## src/rtl/square_seq.sv

```systemverilog
// square_seq
// Sequential fixed-point squarer. It takes an unsigned Q(W/2-2).8 root
// (Q4.8 at the default W=12) and produces its exact unsigned square
// (Q8.16 at default) with a shift-add multiplier that runs one step per
// clock for W clocks. It also produces a rounded (half-up), saturated 8-bit
// integer view of the square.
//
// Ports:
//   clk      in   1    system clock, rising edge
//   rst_n    in   1    asynchronous active-low reset
//   start    in   1    request, only looked at while idle
//   root_in  in   W    operand, captured on the accepted start edge
//   busy     out  1    high while the multiply steps are running
//   done     out  1    one-cycle pulse when sq_out/int_out update
//   sq_out   out  2W   exact square
//   int_out  out  8    top 8 bits of sq_out rounded on the next bit, saturated to 0xFF
module square_seq #(
    parameter int W = 12
) (
    input  logic           clk,
    input  logic           rst_n,
    input  logic           start,
    input  logic [W-1:0]   root_in,
    output logic           busy,
    output logic           done,
    output logic [2*W-1:0] sq_out,
    output logic [7:0]     int_out
);

    localparam int PW = 2 * W;
    localparam int CW = $clog2(W);

    typedef enum logic [1:0] {
        IDLE = 2'd0,
        CALC = 2'd1,
        DONE = 2'd2
    } state_t;

    state_t          state_q, state_d;
    logic [PW-1:0]   mcand_q, mcand_d;
    logic [W-1:0]    mplier_q, mplier_d;
    logic [PW-1:0]   acc_q, acc_d;
    logic [CW-1:0]   cnt_q, cnt_d;
    logic            busy_q, busy_d;
    logic            done_q, done_d;
    logic [PW-1:0]   sq_q, sq_d;
    logic [7:0]      int_q, int_d;

    // Integer view of the accumulator: the top byte plus the first fraction
    // bit for half-up rounding. A top byte of 0xFF must not wrap to zero
    // when rounding up, so it is pinned at 0xFF.
    logic [7:0] acc_top;
    logic       acc_round;
    logic [7:0] acc_int;

    always_comb begin
        acc_top   = acc_q[PW-1 -: 8];
        acc_round = acc_q[PW-9];
        acc_int   = (acc_top == 8'hFF) ? 8'hFF : acc_top + {7'd0, acc_round};
    end

    // Next-state and datapath logic. busy/done are computed for the state we
    // are entering so that the registered outputs line up with that state.
    always_comb begin
        state_d  = state_q;
        mcand_d  = mcand_q;
        mplier_d = mplier_q;
        acc_d    = acc_q;
        cnt_d    = cnt_q;
        busy_d   = 1'b0;
        done_d   = 1'b0;
        sq_d     = sq_q;
        int_d    = int_q;

        unique case (state_q)
            IDLE: begin
                if (start) begin
                    mcand_d  = {{(PW-W){1'b0}}, root_in};
                    mplier_d = root_in;
                    acc_d    = '0;
                    cnt_d    = '0;
                    state_d  = CALC;
                    busy_d   = 1'b1;
                end
            end
            CALC: begin
                if (mplier_q[0]) begin
                    acc_d = acc_q + mcand_q;
                end
                mcand_d  = mcand_q << 1;
                mplier_d = mplier_q >> 1;
                cnt_d    = cnt_q + CW'(1);
                if (cnt_q == CW'(W - 1)) begin
                    state_d = DONE;
                end else begin
                    busy_d = 1'b1;
                end
            end
            DONE: begin
                sq_d    = acc_q;
                int_d   = acc_int;
                done_d  = 1'b1;
                state_d = IDLE;
            end
            default: begin
                state_d = IDLE;
            end
        endcase
    end

    // All state, including the outputs, lives here; reset aborts any
    // computation in flight without producing a done pulse.
    always_ff @(posedge clk or negedge rst_n) begin
        if (!rst_n) begin
            state_q  <= IDLE;
            mcand_q  <= '0;
            mplier_q <= '0;
            acc_q    <= '0;
            cnt_q    <= '0;
            busy_q   <= 1'b0;
            done_q   <= 1'b0;
            sq_q     <= '0;
            int_q    <= '0;
        end else begin
            state_q  <= state_d;
            mcand_q  <= mcand_d;
            mplier_q <= mplier_d;
            acc_q    <= acc_d;
            cnt_q    <= cnt_d;
            busy_q   <= busy_d;
            done_q   <= done_d;
            sq_q     <= sq_d;
            int_q    <= int_d;
        end
    end

    assign busy    = busy_q;
    assign done    = done_q;
    assign sq_out  = sq_q;
    assign int_out = int_q;

endmodule
```

## config.mk

```make
export PLATFORM = sky130hd
export DESIGN_NAME = square_seq
export DESIGN_NICKNAME = d
export VERILOG_FILES = /design/src/rtl/square_seq.sv
export SDC_FILE = /design/constraint.sdc
export NUM_CORES = 1
export LEC_CHECK = 0
export BUFFER_PORTS_ARGS = -buffer_cell sky130_fd_sc_hd__buf_4
export CORE_UTILIZATION = 45
export DETAILED_ROUTE_END_ITERATION = 10
export HOLD_SLACK_MARGIN = 0.02
export PLACE_DENSITY = 0.7
export SYNTH_ARGS = -nofsm -noshare
export SYNTH_HDL_FRONTEND = slang
export SYNTH_SLANG_ARGS = --single-unit
```

## constraint.sdc

```tcl
create_clock -name clk -period 4.3 [get_ports clk]
set_input_delay 0.43 -clock clk [delete_from_list [all_inputs] [get_ports clk]]
set_output_delay 0.43 -clock clk [all_outputs]
set_load 0.01 [all_outputs]
```

==> qor.yml, run 1 <==
syn_to_final_growth_pct: 14.6
hold_viol_final: 0
critical_path_class: "flop to flop"
hold_buffers: 0
nFillCells: 1014
cts_resized: 0
syn_avg_cell_area_um2: 9.27
ys_types: 51
synthXorXnorAreaFrac_pct: 4.04
fin_util_pct: 53.9
grt_pass1_wl_um: 20500
cts_setup_buffers: 0
critical_path.startpoint_type: "flop"
worst_pin_slew_ns: 1.07
fin_nets: 641
numPlacedInstances: 728
vdd_drop_max_uv: 454
gp_congestion: 0.876
status: "completed"
rows: 38
synth_top_family_by_area: "compound AO/OA/AOI/OAI gates"
synthesis.nets: 604
ys.warnings.count: 0
wire_per_inst_um: 16.3
drt-initial-drc-count: 246
regToRegStartpoint: "mcand_q[0]"
tns_ns: 0
grt_pass1_vias: 4133
fin_skew_ns: 0.0101
placed_cell_area_mm2: 0.00568
synth_compound_area_share_pct: 23.9
end_kind: "flop"
num_vias: 4288
required_ns: 4.55
die_h_um: 110
clk_latency_ns: 0.36
dr.pass1.iters: 5
fin_crit_sh_pct: 64.5
antenna_left: 0
antenna_cells: 0
setup_viol_count_final: 0
routed_wl_um: 12100
slew_violations: 0
grt_start_max_net_pins: 64
drive_gt1_share_pct: 13.1
h-tree-depth: 3
slew_headroom_pct: 28.4
worstPathArrival_ns: 3.02
drc: 0
globalRouteOverflowTotal: 0
drv_cap: 0
final-instance-count-excl-fill: 744
synth-edff-count: 0
synth-seq-cells: 100
clock.fmax_ghz: 0.361
dieArea_mm2: 0.0120
hpwl_um: 8440
clockRootBuffer: "clkbuf_16"
synthAdderAreaFrac_pct: 6.63
clk_path_buf_depth: 2
grt_antenna_before_repair: 0
hold_path.class: "input pin to async pin"
p_per_area_mw_per_mm2: 664
io_buffers: 48
synth-seq-area-share_pct: 48.0
fin_area_mm2: 0.00597
synth_mux_area_share_pct: 0
numCtsBuffers: 9
cts.sinks: 100
die_x_um: 110
multi_input_area_mm2: 0.00258
initial_core_util_pct: 47.0
critical_path.max_fanout: 5
path_clk_slew_ns: 0.07
regArea_mm2: 0.00250
ys.flop_type: "dfrtp_1"
startpoint: "mcand_q[0]"
synthSimpleGateAreaFrac_pct: 14.8
rsz0062_at_grt: "false"
io_pins: 49
core_area_mm2: 0.0111
grt_util_all_layers_pct: 22.6
netlist_instances: 562
power.leakage_uw: 0.00291
cts_tree: "done"
async_reset_ff_share_pct: 100
fin_crit_ns: 2.77
via_per_inst: 5.76
synth_area_mm2: 0.00521
[cells in the mapped netlist (2+ instances only)]
master / count / share of area (%)
o22a_1: 2 / 0.34
clkbuf_1: 25 / 1.8
or2_2: 2 / 0.24
nand3_1: 7 / 0.67
nor2b_1: 2 / 0.24
a211o_1: 2 / 0.34
clkinv_1: 2 / 0.14
nor4_1: 2 / 0.24
xor2_1: 12 / 2.0
ha_1: 26 / 6.2
nor3_1: 3 / 0.29
a31oi_1: 4 / 0.48
and3_1: 3 / 0.36
a221o_1: 3 / 0.58
nand2_1: 130 / 9.4
and2_1: 2 / 0.24
o21ai_0: 50 / 4.8
dfrtp_1: 100 / 48
a22oi_1: 29 / 4.2
inv_1: 8 / 0.58
nand4_1: 2 / 0.24
a211oi_1: 4 / 0.58
a21oi_1: 37 / 3.6
a32o_1: 2 / 0.38
a22o_1: 16 / 2.7
nor2_1: 29 / 2.1
nand2b_1: 6 / 0.72
o21ai_1: 2 / 0.19
xnor2_1: 12 / 2.0
o31ai_1: 2 / 0.29
a21o_1: 12 / 1.7
o211ai_1: 4 / 0.58
a221oi_1: 2 / 0.34
[final timing paths]
kind                       cells past startpoint           to  slack (ns)
hold / removal                                 1   sq_out[23]        0.15
setup reg to reg                               9    acc_q[16]        1.53
max in group asynchronous                      2   sq_out[11]        3.17
hold reg to reg                                2   sq_out[13]        0.48
setup / recovery                               9    acc_q[16]        1.53
min in group clk                               3  mcand_q[11]        0.37
[state kept, by name, indices dropped and copies added (netlist names)]
register  flops
acc_q        24
done          1
sq_out       24
cnt_q         4
mplier_q     12
int_out       8
mcand_q      24
state_q       2
busy          1
[cells in the final DEF (no fill, tap or decap), types with 3 or more instances in the layout]
cell	Yosys	final
inv_6	0	3
a22oi_1	29	29
a21oi_1	37	37
nor2_1	29	29
inv_1	8	8
clkbuf_16	0	9
a211oi_1	4	4
a21o_1	12	12
a221o_1	3	3
nor3_1	3	3
xnor2_1	12	12
o21ai_0	50	50
a22o_1	16	16
buf_4	0	52
nand2b_1	6	6
nand2_1	130	130
a31oi_1	4	4
o211ai_1	4	4
dfrtp_1	100	100
ha_1	26	26
xor2_1	12	12
nand3_1	7	7
and3_1	3	3
[cell families (layout without fill, tap and decap cells)]
group / Yosys count / after routing
compound gates: 186 / 186
xor+xnor: 24 / 24
buf+inv: 36 / 78
flops: 100 / 100
simple gates: 189 / 189
fa+ha+maj: 27 / 27
[per-stage QoR]
stage | worst slack (ns) | hold WS (ns) | power, uW
after floorplan | 1.78 | 0.134 | 2650
after CTS | 1.53 | 0.183 | 3990
after global placement | 1.66 | 0.462 | 3140
after detailed placement | 1.56 | 0.464 | 3190
final | 1.53 | 0.153 | 3960
after global routing | 1.30 | 0.233 | 4270
[critical path: stages, from the launching register on]
cell and delay (ns):
dfrtp_1 0.42, ha_1 0.27, fa_1 0.41, a21o_2 0.24
a221oi_2 0.37, nor3_1 0.11, a211o_1 0.31, o21ai_1 0.16
nand3_1 0.10, a32o_1 0.26
[report_power, final]
| group | switching [uW] | internal, uW |
|---|---|---|
| Combinational | 882 | 693 |
| Sequential | 328 | 1270 |
| Clock | 375 | 413 |
[cell type report]
cell class                      count  area share [%]
Clock buffer                       10            4.00
Clock inverter                      6           0.776
Inverter                           10           0.629
Multi-Input combinational cell    426            43.2
Sequential cell                   100            41.9
Tap cell                          140            2.94
Timing Repair Buffer               52            6.54
[layer usage]
layer / track usage (%) / share of wire [%] / vias to the layer above
li1: - / - / 2079
met4: 10.2 / 2.9 / 0
met2: 36.5 / 48 / 109
met1: 29.3 / 45 / 2074
met5: 0 / 0 / -
met3: 4.45 / 4.3 / 26
No activity file was read; power rests on OpenSTA's default activity.
==> run 2: changes to the inputs <==
==> constraint.sdc (replaced) <==
create_clock -name clk -period 2.7 [get_ports clk]
set_input_delay 0.27 -clock clk [delete_from_list [all_inputs] [get_ports clk]]
set_output_delay 0.27 -clock clk [all_outputs]
set_load 0.01 [all_outputs]
==> run 2 against run 1 <==
Critical path depth fell by 1. Die area unchanged. Sequential cell count did not move. Final cell count is 2.0% higher. Design area is 3.5% higher. Worst setup slack got worse by 1.4 ns. Non-clock buffer count grew 15. Register-to-register slack worse by 1.4 ns. Sequential share of layout area fell by 1.4 points. Critical endpoint is now acc_q[19].
==> qor.yml, run 2 (synthesized netlist as in run 1, its figures left out) <==
status: "completed"
slew_headroom_pct: 25.9  # -2.5 points
clk_latency_ns: 0.35  # about the same
core_area_mm2: 0.0111  # unchanged
worst_pin_slew_ns: 1.11  # +0.0372 ns
cts_tree: "done"
rows: 38  # unchanged
grt_pass1_vias: 4353  # +5.3%
max_stage_delay_ns: 0.45  # +0.03 ns
clk_path_buf_depth: 2  # unchanged
drt-initial-drc-count: 210  # -15%
vdd_drop_max_uv: 585  # +29%
hpwl_um: 8830  # +4.6%
layout_common_cells: "130 x nand2_1, 100 x dfrtp_1, 65 x buf_4"
drv_cap: 0  # unchanged
end_kind: "flop"
cts.sinks: 100  # unchanged
path_clk_slew_ns: 0.07  # about the same
fin_crit_sh_pct: 96.7  # +32 points
critical_path_buf_inv_count: 0  # unchanged
final-instance-count-excl-fill: 759  # +2.0%
grt_antenna_before_repair: 0  # unchanged
fin_crit_ns: 2.61  # -0.161 ns
die_h_um: 110  # unchanged
critical_path_class: "flop to flop"
io_pins: 49  # unchanged
numPlacedInstances: 741  # +1.8%
grt_util_all_layers_pct: 23.1  # +0.52 points
critical_path.max_fanout: 5  # unchanged
h-tree-depth: 3  # unchanged
via_per_inst: 5.82  # +1.0%
wire_per_inst_um: 16.9  # +3.9%
grt_start_max_net_pins: 60  # -6.3%
io_buffers: 48  # unchanged
routed_wl_um: 12800  # +6.0%
hold_path.class: "input pin to flop"
final_common_cell: "nand2_1"
clockRootBuffer: "clkbuf_16"
numCtsBuffers: 9  # unchanged
place_ws_ns: 0.0103  # -1.55 ns
syn_to_final_growth_pct: 18.6
crit_chain: "ha_1 > a211oi_2 > o211ai_2 > a211o_2 > a21oi_2 > o21ai_2 > a211o_1 > a221o_1"
setup_viol_count_final: 0  # unchanged
die_x_um: 110  # unchanged
p_per_area_mw_per_mm2: 1080  # +62%
grt_pass1_wl_um: 21100  # +3.0%
hold_viol_final: 0  # unchanged
dieArea_mm2: 0.0120  # unchanged
tns_ns: 0  # unchanged
drive_gt1_share_pct: 15.5  # +2.4 points
slew_violations: 0  # unchanged
critical_path.startpoint_type: "flop"
globalRouteOverflowTotal: 0  # unchanged
antenna_cells: 0  # unchanged
cpLargestDelayFamily: "compound AO/OA/AOI/OAI gates"
drc: 0  # unchanged
crit_slowest_cell: "dfrtp_1"
required_ns: 2.93  # -1.62 ns
initial_core_util_pct: 47.0  # unchanged
fin_skew_ns: 0.00854  # -0.00153 ns
worstPathArrival_ns: 2.85  # -0.17 ns
fin_ws_ns: 0.0886  # -1.44 ns
antenna_left: 0  # unchanged
power.leakage_uw: 0.00302  # +3.6%
clock.fmax_ghz: 0.383  # +6.2%
gp_congestion: 0.900  # +2.7%
fin_nets: 656  # +2.3%
dr.pass1.iters: 5  # unchanged
nFillCells: 997  # -1.7%
num_vias: 4419  # +3.1%
run 2: cell types whose count changed in the layout (fill, tap and decap cells not counted), moves of 2 or more:
cell,before,now
buf_4,52,65
inv_6,3,0
bufinv_16,0,2
clkbuf_8,1,3
run 2: routing by layer:
layer | global-route usage [%] | vias to the layer above | wire length (um)
met3 | 5.28 | 32 | 676
met4 | 10.0 | 0 | 427
met5 | 0 | - | 0
li1 | - | 2109 | -
met2 | 39.8 | 131 | 6330
met1 | 27.5 | 2147 | 5400
run 2: power breakdown:
group | internal (uW) | switching (uW)
Combinational | 1180 | 1540
Clock | 889 | 557
Sequential | 2020 | 461
Total | 4100 | 2550
run 2: path summary, 6_finish.rpt:
| path | startpoint | to | slack, ns | depth (start not counted) |
|---|---|---|---|---|
| worst min register to register | sq_out[12] | sq_out[12] | 0.48 | 2 |
| worst max-delay path | mcand_q[1] | acc_q[19] | 0.09 | 8 |
| min in group asynchronous | rst_n | mplier_q[10] | 0.45 | 2 |
| max in group asynchronous | rst_n | acc_q[10] | 1.55 | 3 |
| worst max register to register | mcand_q[1] | acc_q[19] | 0.09 | 8 |
| worst min-delay path | root_in[11] | mcand_q[11] | 0.22 | 3 |
run 2: cell type report:
class	instances	area (um^2)	share of cell area, %
Clock inverter	3	67.6	1.09
Tap cell	140	175	2.84
Sequential cell	100	2500	40.5
Inverter	10	37.5	0.608
Timing Repair Buffer	67	518	8.38
Clock buffer	13	270	4.37
Multi-Input combinational cell	426	2610	42.2
run 2: what timing repair did:
item,CTS,global route
gates cloned,0,0
setup buffers,0,1
hold buffers,1,0
endpoints found under the hold margin,41,0
pin swaps,0,1
endpoints found under the setup margin,1,4
gates resized for setup,1,4
run 2: worst min-delay path: stages:
cell and delay [ns]:
buf_4 0.09, a22oi_1 0.05, o21ai_0 0.13
run 2: through the flow:
stage	cell area, um^2	power (uW)	utilization [%]	hold WS, ns
after floorplan	5210	4220	-	-0.0256
after global placement	5790	5080	52.3	0.294
after detailed placement	5790	5160	52.3	0.297
after CTS	6150	6650	55.5	0.222
after global routing	6180	7150	55.8	0.242
final	6180	6650	55.8	0.220
==> run 3: changes to the inputs <==
--- a/config.mk
+++ b/config.mk
@@ -7,7 +7,9 @@
 export LEC_CHECK = 0
 export BUFFER_PORTS_ARGS = -buffer_cell sky130_fd_sc_hd__buf_4
 export CORE_UTILIZATION = 45
+export CTS_CLUSTER_SIZE = 25
 export DETAILED_ROUTE_END_ITERATION = 10
+export GPL_TIMING_DRIVEN = 0
 export HOLD_SLACK_MARGIN = 0.02
 export PLACE_DENSITY = 0.7
 export SYNTH_ARGS = -nofsm -noshare
==> run 3 against run 2 <==
Highest routed layer unchanged. Worst setup slack worse by 0.011 ns. Clock skew is 0.0024 ns lower. Non-clock buffer count is 16 higher. Combinational power hardly changed. Maximum frequency is 0.42% lower. Sequential share of layout area is 0.29 points lower.
==> qor.yml, run 3 (synthesized netlist as in run 1, its figures left out) <==
seqPwrFrac_pct: 38.4  # +1.0 points
p_int_uw: 3950  # -3.5%
end_kind: "flop"
cts.sinks: 100  # unchanged
rsz0062_at_grt: "true"
slew_headroom_pct: 53.4  # +27 points
rows: 38  # unchanged
p_clk_share_pct: 20.2  # -1.5 points
status: "completed"
worst_pin_slew_ns: 0.698  # -0.413 ns
power_switching_share_pct: 39.6  # +1.2 points
initial_core_util_pct: 47.0  # unchanged
antenna_left: 0  # unchanged
core_area_mm2: 0.0111  # unchanged
fin_crit_sh_pct: 97.1  # +0.40 points
numPlacedInstances: 750  # +1.2%
hold_path.class: "input pin to flop"
required_ns: 2.94  # about the same
num_vias: 4400  # -0.43%
via_per_inst: 5.68  # -2.5%
setup_viol_count_final: 0  # unchanged
fin_util_pct: 56.2  # +0.43 points
drive_gt1_share_pct: 14.0  # -1.5 points
cts_tree: "done"
die_x_um: 110  # unchanged
globalRouteOverflowTotal: 0  # unchanged
grt_pass1_vias: 4384  # +0.71%
power.leakage_uw: 0.00298  # -1.3%
grt_start_max_net_pins: 101  # +68%
critical_path_class: "flop to flop"
die_h_um: 110  # unchanged
grt_pass1_wl_um: 21300  # +0.98%
clockRootBuffer: "clkbuf_16"
fin_crit_ns: 2.62  # +0.0109 ns
drt-initial-drc-count: 272  # +30%
routed_wl_um: 12900  # +0.72%
antenna_cells: 0  # unchanged
wire_per_inst_um: 16.7  # -1.4%
io_pins: 49  # unchanged
grt_util_all_layers_pct: 23.5  # +0.42 points
clk_latency_ns: 0.35  # about the same
fin_nets: 672  # +2.4%
drc: 0  # unchanged
combPwrFrac_pct: 41.4  # +0.5 points
p_per_area_mw_per_mm2: 1050  # -2.3%
clk_path_buf_depth: 2  # unchanged
gp_congestion: 0.886  # -1.6%
syn_to_final_growth_pct: 19.5
p_sw_uw: 2590  # +1.6%
fin_skew_ns: 0.00610  # -0.00244 ns
worstPathArrival_ns: 2.86  # about the same
critical_path.max_fanout: 5  # unchanged
layout_common_cells: "130 x nand2_1, 99 x dfrtp_1, 55 x buf_4"
slew_violations: 0  # unchanged
power.total_uw: 6550  # -1.6%
critical_path.startpoint_type: "flop"
dieArea_mm2: 0.0120  # unchanged
path_clk_slew_ns: 0.07  # about the same
numCtsBuffers: 9  # unchanged
grt_antenna_before_repair: 0  # unchanged
final-instance-count-excl-fill: 775  # +2.1%
io_buffers: 48  # unchanged
final_common_cell: "nand2_1"
h-tree-depth: 3  # unchanged
hold_viol_final: 0  # unchanged
vdd_drop_max_uv: 559  # -4.3%
clock.fmax_ghz: 0.381  # -0.42%
dr.pass1.iters: 7  # +2
hpwl_um: 9240  # +4.6%
drv_cap: 0  # unchanged
## run 3: changes by cell type in the layout (fill, tap and decap cells not counted), sizes merged
| cell | previous run | this run |
|---|---|---|
| buf | 66 | 57 |
| clkbuf | 13 | 36 |
| inv | 8 | 9 |
| bufinv | 2 | 1 |
| clkinv | 2 | 4 |
## run 3: final cells by class
| cell class | instances | area [um^2] |
|---|---|---|
| Tap cell | 140 | 175 |
| Fill cell | 1002 | 4850 |
| Clock buffer | 11 | 243 |
| Multi-Input combinational cell | 426 | 2660 |
| Inverter | 10 | 37.5 |
| Sequential cell | 100 | 2500 |
| Clock inverter | 5 | 60.1 |
| Timing Repair Buffer | 57 | 450 |
| Buffer | 26 | 97.6 |
## run 3: worst max-delay path, stage by stage, from the launching register on
cell	delay, ns
dfrtp_2	0.44
ha_1	0.33
a211oi_2	0.29
o211ai_2	0.16
a211o_2	0.36
a21oi_4	0.20
o21ai_4	0.10
a211o_1	0.33
a221o_1	0.28
## run 3: path summary, 6_finish.rpt
path                            start         end  slack [ns]  cells after the start
max in group asynchronous       rst_n  mcand_q[1]        1.58                      3
max reg2reg                mcand_q[1]   acc_q[19]        0.08                      8
min                        root_in[2]  mcand_q[2]        0.22                      3
min reg2reg                 sq_out[8]   sq_out[8]        0.48                      2
min in group asynchronous       rst_n  int_out[5]        0.45                      2
max                        mcand_q[1]   acc_q[19]        0.08                      8
## run 3: layer usage
metal	wire [um]	track usage, %	share of wire (%)
met1	5790	28.3	45
met2	6470	41.6	50
met3	413	5.04	3.2
met4	246	7.90	1.9
met5	0	0	0
## run 3: power by group through the flow
stage | Sequential, uW | Combinational [uW] | Clock, uW
floorplan | 2450 | 1760 | 0
global placement | 2510 | 2530 | 0
detailed placement | 2540 | 2600 | 0
CTS | 2510 | 2640 | 1350
global route | 2590 | 3060 | 1400
finish | 2510 | 2710 | 1320
## run 3: per-stage QoR
step	worst slack, ns	hold slack, ns	area (um^2)	TNS [ns]
final	0.0777	0.223	6230	0
after global routing	-0.0176	0.231	6230	-0.0176
after CTS	0.0230	0.213	6080	0
after detailed placement	-0.131	0.464	5740	-0.319
after global placement	-0.109	0.460	5740	-0.244
after floorplan	0.185	-0.0256	5210	0
## run 3: repair_timing
action | in CTS | in global routing
setup endpoints to repair | 4 | 4
pin swaps | 1 | 7
endpoints found under the hold margin | 0 | 41
hold buffers | 0 | 1
buffers inserted | 1 | 6
gates resized for setup | 4 | 11
